<file path="src/rtl/conv_sched_pkg.sv">
// Shared types and field layout for the convolution line scheduler.
package conv_sched_pkg;

  typedef enum logic [1:0] {
    ST_IDLE = 2'd0,
    ST_LINE = 2'd1,
    ST_END  = 2'd2,
    ST_DONE = 2'd3
  } sched_state_t;

  // Field layout of the input-shape config register
  localparam int unsigned W_LSB         = 0;
  localparam int unsigned H_LSB         = 8;
  localparam int unsigned SHAPE_FIELD_W = 8;

  localparam int unsigned KERNEL_SIZE_WIDTH_DEF = 2;

endpackage

</file>
<file path="src/rtl/sched_wrap_cnt.sv">
// Up-counter with enable, synchronous clear and a programmable terminal value;
// wraps to zero on the enabled cycle where it sits at the terminal value.
module sched_wrap_cnt
  import conv_sched_pkg::*;
#(
  parameter int unsigned WIDTH = 8
) (
  input  logic             clk,
  input  logic             rst,
  input  logic             i_en,
  input  logic             i_clr,
  input  logic [WIDTH-1:0] i_term,
  output logic [WIDTH-1:0] o_cnt,
  output logic             o_last_c,
  output logic             o_wrap_c
);

  logic [WIDTH-1:0] r_cnt;

  assign o_last_c = (r_cnt == i_term);
  assign o_wrap_c = i_en & o_last_c;
  assign o_cnt    = r_cnt;

  // Clear wins over enable so a job start always begins from zero
  always_ff @(posedge clk) begin
    if (rst || i_clr) begin
      r_cnt <= '0;
    end else if (i_en) begin
      r_cnt <= o_last_c ? '0 : r_cnt + WIDTH'(1);
    end
  end

endmodule

</file>
<file path="src/rtl/conv_line_sched.sv">
// Feature-map read sequencer: walks output rows, issuing one W-beat burst per
// kernel line plus an end-of-line pulse. CONV_LINE_SCHED_PERF_EN adds a stall counter.
module conv_line_sched
  import conv_sched_pkg::*;
#(
  parameter int unsigned REG_WIDTH         = 32,
  parameter int unsigned KERNEL_SIZE_WIDTH = KERNEL_SIZE_WIDTH_DEF,
  parameter int unsigned CNT_WIDTH         = 8
) (
  input  logic                 clk,
  input  logic                 rst,
  input  logic                 i_start,
  input  logic [REG_WIDTH-1:0] i_conf_inputshape,
  input  logic [REG_WIDTH-1:0] i_conf_kernelshape,
  input  logic                 i_fifo_afull,
  output logic                 o_req,
  output logic                 o_stall,
  output logic                 o_end,
  output logic [CNT_WIDTH-1:0] o_row,
  output logic                 o_busy,
  output logic                 o_done,
  output logic                 o_err,
  output logic [31:0]          o_stall_cycles
);

  localparam int unsigned ROWS_W      = CNT_WIDTH + 1;
  localparam int unsigned STALL_CNT_W = 32;

  sched_state_t r_state;
  sched_state_t w_state_nxt;

  logic [CNT_WIDTH-1:0]         r_w;
  logic [CNT_WIDTH-1:0]         r_h;
  logic [KERNEL_SIZE_WIDTH-1:0] r_k;
  logic                         r_err;

  logic [CNT_WIDTH-1:0]         w_in_w;
  logic [CNT_WIDTH-1:0]         w_in_h;
  logic [KERNEL_SIZE_WIDTH-1:0] w_in_k;
  logic                         w_start_acc;
  logic                         w_cfg_bad;
  logic                         w_go;

  logic [CNT_WIDTH-1:0]         w_beat_term;
  logic [CNT_WIDTH-1:0]         w_line_term;
  logic [ROWS_W-1:0]            w_rows;
  logic [CNT_WIDTH-1:0]         w_row_term;

  logic                         w_beat_en;
  logic                         w_line_en;
  logic                         w_row_en;
  logic                         w_beat_wrap;
  logic                         w_line_wrap;
  logic                         w_row_last;

  logic [CNT_WIDTH-1:0]         w_beat_cnt_unused;
  logic [CNT_WIDTH-1:0]         w_line_cnt_unused;
  logic                         w_beat_last_unused;
  logic                         w_line_last_unused;
  logic                         w_row_wrap_unused;
  logic                         w_cfg_unused;

  // Config field decode
  assign w_in_w = CNT_WIDTH'(i_conf_inputshape[W_LSB +: SHAPE_FIELD_W]);
  assign w_in_h = CNT_WIDTH'(i_conf_inputshape[H_LSB +: SHAPE_FIELD_W]);
  assign w_in_k = i_conf_kernelshape[KERNEL_SIZE_WIDTH-1:0];

  assign w_cfg_unused = ^{i_conf_inputshape[REG_WIDTH-1:H_LSB+SHAPE_FIELD_W],
                          i_conf_kernelshape[REG_WIDTH-1:KERNEL_SIZE_WIDTH],
                          w_beat_cnt_unused, w_line_cnt_unused,
                          w_beat_last_unused, w_line_last_unused, w_row_wrap_unused};

  assign w_start_acc = i_start & (r_state == ST_IDLE);
  assign w_cfg_bad   = (w_in_w == '0) | (w_in_k == '0) | (CNT_WIDTH'(w_in_k) > w_in_h);
  assign w_go        = w_start_acc & ~w_cfg_bad;

  // Terminal values; row count is formed one bit wider so K<=H never underflows
  assign w_beat_term = r_w - CNT_WIDTH'(1);
  assign w_line_term = CNT_WIDTH'(r_k) - CNT_WIDTH'(1);
  assign w_rows      = ROWS_W'(r_h) - ROWS_W'(r_k) + ROWS_W'(1);
  assign w_row_term  = CNT_WIDTH'(w_rows - ROWS_W'(1));

  assign w_beat_en = (r_state == ST_LINE) & ~i_fifo_afull;
  assign w_line_en = (r_state == ST_END);
  assign w_row_en  = w_line_en & w_line_wrap;

  sched_wrap_cnt #(.WIDTH(CNT_WIDTH)) u_beat_cnt (
    .clk      (clk),
    .rst      (rst),
    .i_en     (w_beat_en),
    .i_clr    (w_go),
    .i_term   (w_beat_term),
    .o_cnt    (w_beat_cnt_unused),
    .o_last_c (w_beat_last_unused),
    .o_wrap_c (w_beat_wrap)
  );

  sched_wrap_cnt #(.WIDTH(CNT_WIDTH)) u_line_cnt (
    .clk      (clk),
    .rst      (rst),
    .i_en     (w_line_en),
    .i_clr    (w_go),
    .i_term   (w_line_term),
    .o_cnt    (w_line_cnt_unused),
    .o_last_c (w_line_last_unused),
    .o_wrap_c (w_line_wrap)
  );

  sched_wrap_cnt #(.WIDTH(CNT_WIDTH)) u_row_cnt (
    .clk      (clk),
    .rst      (rst),
    .i_en     (w_row_en),
    .i_clr    (w_go),
    .i_term   (w_row_term),
    .o_cnt    (o_row),
    .o_last_c (w_row_last),
    .o_wrap_c (w_row_wrap_unused)
  );

  // State register
  always_ff @(posedge clk) begin
    if (rst) begin
      r_state <= ST_IDLE;
    end else begin
      r_state <= w_state_nxt;
    end
  end

  // Next-state logic
  always_comb begin
    w_state_nxt = r_state;
    case (r_state)
      ST_IDLE: begin
        if (w_start_acc) begin
          w_state_nxt = w_cfg_bad ? ST_DONE : ST_LINE;
        end
      end
      ST_LINE: begin
        if (w_beat_wrap) begin
          w_state_nxt = ST_END;
        end
      end
      ST_END: begin
        w_state_nxt = (w_line_wrap && w_row_last) ? ST_DONE : ST_LINE;
      end
      ST_DONE: begin
        w_state_nxt = ST_IDLE;
      end
      default: begin
        w_state_nxt = ST_IDLE;
      end
    endcase
  end

  // Output decode
  always_comb begin
    o_req   = 1'b0;
    o_end   = 1'b0;
    o_done  = 1'b0;
    o_busy  = 1'b0;
    o_stall = 1'b0;
    case (r_state)
      ST_LINE: begin
        o_req   = 1'b1;
        o_busy  = 1'b1;
        o_stall = i_fifo_afull;
      end
      ST_END: begin
        o_end  = 1'b1;
        o_busy = 1'b1;
      end
      ST_DONE: begin
        o_done = 1'b1;
        o_busy = 1'b1;
      end
      default: begin
        o_busy = 1'b0;
      end
    endcase
  end

  // Shape latch and sticky error, both refreshed on every accepted start
  always_ff @(posedge clk) begin
    if (rst) begin
      r_w   <= '0;
      r_h   <= '0;
      r_k   <= '0;
      r_err <= 1'b0;
    end else if (w_start_acc) begin
      r_w   <= w_in_w;
      r_h   <= w_in_h;
      r_k   <= w_in_k;
      r_err <= w_cfg_bad;
    end
  end

  assign o_err = r_err;

`ifdef CONV_LINE_SCHED_PERF_EN
  logic [STALL_CNT_W-1:0] r_stall_cnt;

  // Saturating count of back-pressured request cycles
  always_ff @(posedge clk) begin
    if (rst || w_start_acc) begin
      r_stall_cnt <= '0;
    end else if (o_stall && (r_stall_cnt != '1)) begin
      r_stall_cnt <= r_stall_cnt + STALL_CNT_W'(1);
    end
  end

  assign o_stall_cycles = r_stall_cnt;
`else
  assign o_stall_cycles = '0;
`endif

endmodule

</file>
<file path="config.mk">
export PLATFORM = sky130hd
export DESIGN_NAME = conv_line_sched
export DESIGN_NICKNAME = d
export VERILOG_FILES = /design/src/rtl/conv_sched_pkg.sv /design/src/rtl/sched_wrap_cnt.sv /design/src/rtl/conv_line_sched.sv
export SDC_FILE = /design/constraint.sdc
export NUM_CORES = 1
export LEC_CHECK = 0
export ABC_AREA = 1
export BUFFER_PORTS_ARGS = -buffer_cell sky130_fd_sc_hd__buf_4
export CORE_MARGIN = 8
export CORE_UTILIZATION = 30
export CTS_CLUSTER_SIZE = 12
export DETAILED_ROUTE_END_ITERATION = 10
export PLACE_DENSITY = 0.52
export SYNTH_ARGS = -nofsm -noshare
export SYNTH_HDL_FRONTEND = slang
export SYNTH_SLANG_ARGS = --single-unit
</file>
<file path="constraint.sdc">
create_clock -name clk -period 1.9 [get_ports clk]
set_input_delay 0.19 -clock clk [delete_from_list [all_inputs] [get_ports clk]]
set_output_delay 0.19 -clock clk [all_outputs]
set_load 0.1 [all_outputs]
</file>
# [Word-level counts from Yosys, hierarchy flattened]
# Cells that the tools add are included.
[classes] bitwise=10 add_sub_neg=8 n_mux=13 n_lt_le_gt_ge=1 eq_ne=8 n_reduce_logical=7
[op_table] cell="8-bit by 1-bit adder with 8-bit output (second input constant)" n=4
[op_table] cell="8-bit == test" n=3
[op_table] cell="8-bit two-way mux" n=3
[op_table] cell="8-bit by 1-bit subtractor with 8-bit output (second input constant)" n=2
[op_table] cell="2-bit by 8-bit > comparator with 1-bit output" n=1
[op_table] cell="8-bit logical NOT" n=1
[op_table] cell="2-bit two-way mux" n=4
[op_table] cell="2-bit case mux with 4 select lines" n=1
[op_table] cell="8-bit by 2-bit subtractor with 8-bit output" n=1
[op_table] cell="1-bit AND" n=6
[op_table] cell="1-bit two-way mux" n=5
[op_table] cell="2-bit == test (second input constant)" n=2
[op_table] cell="2-bit logical NOT" n=2
[op_table] cell="3-bit OR reduction" n=1
[op_table] cell="2-bit by 1-bit subtractor with 3-bit output (second input constant)" n=1
[op_table] cell="2-bit by 1-bit == test with 1-bit output (second input constant)" n=1
[op_table] cell="2-bit by 1-bit inequality test with 1-bit output (second input constant)" n=1
[op_table] cell="2-bit inequality test (second input constant)" n=1
[op_table] cell="1-bit inverter" n=2
[op_table] cell="1-bit bitwise OR" n=2
[op_table] cell="2-bit AND reduction" n=1
[op_table] cell="1-bit logical AND" n=1
[op_table] cell="1-bit logical OR" n=1
[word_totals] input_bits=68 reg_bits=45 wordCells=55

# [Longest topological paths before layout]
[depth] depth_word=7 depth_mapped=14 ltp_nobuf=14

# [By module]
# Synthesis repeated with hierarchy kept, for this count alone.
[hier_totals] cells_unflattened=450 hier_area_um2=3113.0
[modules_own_cells] module="sched_wrap_cnt" area_each_um2=529.3 cells_each=81 seq_area_each_um2=160.2 instances=3
[modules_own_cells] module="conv_line_sched" area_each_um2=1525.2 cells_each=207 seq_area_each_um2=420.4 instances=1

# [Least setup slack after synthesis]
# No wires, ideal clock.
[synth_timing] path_type="register -> register" start="register r_h[0]" end="register u_row_cnt.r_cnt[2], in the netlist u_row_cnt.o_cnt[2]" t_arrival_ps=1864 setup_ps=118 setup_slack_ps=-82 path_buffers=0 required_ps=1782 path_stages_with_launch=13 path_cell_list="dfxtp_1 > inv_1 > ha_1 > fa_1 > or2_2 > nand3_1 > nand2_1 > inv_1 > nand3_1 > nor2_1 > nand3_1 > nand2_1 > nor2_1"
[synth_via] elab_chain_len=5
[synth_lines] item="start, declared" line="conv_line_sched.sv:33" text="logic [CNT_WIDTH-1:0] r_h;"
[synth_lines] item="start signal, assigned" line="conv_line_sched.sv:191" text="r_h <= w_in_h;"
[synth_lines] item="8-bit by 2-bit subtractor with 8-bit output" line="conv_line_sched.sv:80" text="assign w_rows = ROWS_W'(r_h) - ROWS_W'(r_k) + ROWS_W'(1);"
[synth_lines] item="8-bit by 1-bit adder with 8-bit output" line="conv_line_sched.sv:80"
[synth_lines] item="8-bit by 1-bit subtractor with 8-bit output" line="conv_line_sched.sv:81" text="assign w_row_term = CNT_WIDTH'(w_rows - ROWS_W'(1));"
[synth_lines] item="8-bit == test" line="sched_wrap_cnt.sv:20" text="assign o_last_c = (r_cnt == i_term);"
[synth_lines] item="8-bit two-way mux" line="sched_wrap_cnt.sv:29" text="r_cnt <= o_last_c ? '0 : r_cnt + WIDTH'(1);"
[synth_lines] item="end signal, assigned" line="sched_wrap_cnt.sv:29"
[synth_lines] item="end, declared" line="sched_wrap_cnt.sv:18" text="logic [WIDTH-1:0] r_cnt;"
# No other way between the ends.
# A chain may end at the register's enable or synchronous reset.

# [Final worst setup path]
[layout_timing] start="register r_h[0]" end="register u_row_cnt.r_cnt[0], in the netlist u_row_cnt.o_cnt[0]"
# Same word-level chain as after synthesis.

==> metrics.md <==
| Metric | Value |
|---|---|
| Outcome | finished with violations |
| Failing checks | negative setup slack |
| Pleak | 1.73 nW |
| Clk Latency, worst-skew pair | 0.29 ns |
| DR WL/cell | 10.9 µm |
| FF+latch count, synth | 45 |
| Die width | 117 µm |
| Cts hold-fix bufs | 0 |
| Max-slew violations | 0 |
| H-tree Lvls | 2 |
| Worst hold slack | 0.0708 ns |
| Post-Syn Area | 3070 µm² |
| Largest cells by area after synthesis | dfxtp_1 (29%), nand2_1 (11%), buf_4 (8.3%), nor2_1 (7.8%), inv_1 (7.0%) |
| Max Buffers Root-to-Sink | 2 |
| Post-placement cell count | 632 |
| TritonCTS clock tree | yes |
| Num CTS Buffers | 5 |
| Highest Clock Rate | 524 MHz |
| Crit. End Element | register |
| Core ar. | 10100 µm² |
| DIE AREA | 13700 µm² |
| Sequential-to-total area share from yosys stat | 0.294 |
| Residual DRC | 0 |
| CP max stage delay | 0.38 ns |
| Hpwl dp | 5640 µm |
| Crit-path max FO | 6 |
| Number of global-route vias before repair | 2698 |
| Setup crit start kind | register |
| Crit-path most repeated cell | nand3_2 |
| DIE HEIGHT | 117 µm |
| Antenna viol nets, final | 0 |
| DRT iter0 DRCs | 78 |
| Initial antenna violation count | 0 |
| First-pass GRT wire length | 11900 µm |
| Setup violators final | 3 |
| Yosys top cell by area | dfxtp_1 |
| Row count | 37 |
| Slew @ Worst Pin | 0.511 ns |
| Layout Area Growth over Synthesis | 19.2% |
| Fraction of layout cells with a size suffix above 1 | 0.214 |
| Clock root buffer | clkbuf_8 |
| IO Port Bufs | 35 |
| Pwr dens | 730 nW/µm² |
| Utilization after layout | 0.361 |
| I/O pin cnt | 114 |
| HP Class | primary input to register |
| Tmin final | 1.91 ns |
| Crit-path leading delay family | simple AND/OR/NAND/NOR gates |
| Total grt overflow | 0 |
| Post-Layout Cell Count | 645 |
| Drt first pass iters | 5 |
| RSZ-0062 raised after global routing | true |
| Gate Count Post-Synth | 458 |
| Synth cell types | 32 |
| Final worst slack | -0.00749 ns |
| CP arrival | 2.10 ns |
| Final net count | 586 |
| Vias | 2761 |
| Synth warn | 0 |
| N_diodes | 0 |
| Largest net degree at the start of global routing | 20 |
| Vias per cell | 4.28 |
| Worst Path Buf+Inv | 2 |
| Worst rel slew slack | 0.657 |
| Final WL | 7020 µm |
| Worst-path clk slew | 0.08 ns |
| Share of the synthesized area in the top cell type | 0.294 |
| Critical path class | register to register |
| Clk sinks | 45 |
| Worst Path Required | 2.09 ns |
| Slowest cell on crit path | fa_2 |
| CP cell instances | inv_2 > ha_4 > fa_2 > or2_4 > nand3_2 > nand2_1 > inv_1 > nand3_2 > nor2_4 > nand3_4 > nand2_4 > nor2_1 |
| Worst VDD drop | 0.000299 V |
| Worst slack, placed | -0.234 ns |
| Fin. Hold Viols | 0 |
| Post-Syn Area per Cell | 6.70 µm² |
| Initial core utilization | 0.303 |
| # Max-Cap Violations | 0 |
| Final Cycle Share | 1.00 |
| Final GP Congestion | 0.799 |
| Clk_skew | 0.00790 ns |
| Gr usage total | 0.107 |
metrics by stage:
step,setup TNS [ns],instance area (µm²),power (W)
after floorplan,0,3200,0.00190
after global placement,-1.39,3430,0.00203
after detailed placement,-1.65,3430,0.00204
after CTS,-0.781,3560,0.00268
after global routing,-0.665,3660,0.00286
final,-0.0103,3660,0.00267
metal layers:
layer	wire length (µm)	share of wire	GRT usage
met5	0	0	0
met4	38	0.0054	0.0282
met3	313	0.045	0.0190
met2	3580	0.51	0.198
met1	3090	0.44	0.122
where the power goes:
group	internal (W)	total [W]	switching [W]
Clock	0.000256	0.000583	0.000328
Combinational	0.000296	0.00104	0.000748
Sequential	0.000994	0.00104	0.0000497
repair_timing:
item | in CTS | in global routing
setup endpoints to repair | 9 | 10
pin swaps | 11 | 11
buffers inserted | 1 | 4
gates resized for setup | 11 | 21
state kept, by name (all words and copies together), names as in the netlist:
signal	flops
o_err	1
r_h	8
r_k	2
r_state	2
r_w	8
u_beat_cnt.o_cnt	8
u_line_cnt.o_cnt	8
u_row_cnt.o_cnt	8
placed cells by master (no fill, tap or decap), types with 6 or more instances in the layout:
cell type | synthesis | layout
nand3_1 | 33 | 28
xor2_1 | 19 | 19
nor2_4 | 4 | 6
conb_1 | 1 | 32
xnor2_1 | 9 | 9
nor2_2 | 4 | 9
o21ai_0 | 26 | 25
dfxtp_1 | 45 | 40
inv_2 | 5 | 9
a21oi_1 | 20 | 20
buf_4 | 34 | 51
nand4_1 | 7 | 7
ha_1 | 9 | 7
nor2_1 | 64 | 57
nand2_2 | 4 | 6
nand2_1 | 87 | 84
nand3_2 | 3 | 7
inv_1 | 57 | 53
worst paths after layout:
path              startpoint                  to  slack (ns)  cells past startpoint
setup / recovery      r_h[0]  u_row_cnt.o_cnt[0]      -0.007                     12
hold / removal           rst          r_state[0]        0.07                      2
setup reg to reg      r_h[0]  u_row_cnt.o_cnt[0]      -0.007                     12
hold reg to reg        o_err               o_err        0.50                      2
kinds of logic (layout without fill, tap and decap cells):
| logic type | Yosys count | in the layout | share of synthesized area |
|---|---|---|---|
| compound gates | 49 | 49 | 0.0803 |
| xor+xnor | 28 | 28 | 0.0799 |
| fa+ha+maj | 10 | 10 | 0.0432 |
| buf+inv | 103 | 123 | 0.170 |
| flops | 45 | 45 | 0.294 |
| other cells | 1 | 32 | 0.00122 |
| simple gates | 222 | 222 | 0.332 |
synthesized netlist by cell type:
cell	n
a21oi_1	20
a31oi_1	1
buf_2	4
buf_4	34
clkbuf_1	1
clkbuf_2	1
clkinv_1	1
conb_1	1
dfxtp_1	45
fa_1	1
ha_1	9
inv_1	57
inv_2	5
nand2_1	87
nand2_2	4
nand3_1	33
nand3_2	3
nand3_4	1
nand3b_1	3
nand4_1	7
nand4_2	1
nor2_1	64
nor2_2	4
nor2_4	4
nor3_1	5
nor3b_1	3
o21ai_0	26
o21ai_1	2
or2_1	2
or2_2	1
xnor2_1	9
xor2_1	19
final cells by class:
class	instances	area, µm²
well taps	136	170
inverters	63	236
flip-flops and latches	45	910
clock inverters	2	10.0
repair buffers	52	394
multi-input cells	341	1870
fillers	1106	6480
clock buffers	6	72.6
Note: power is estimated with default switching activity, not from simulation.
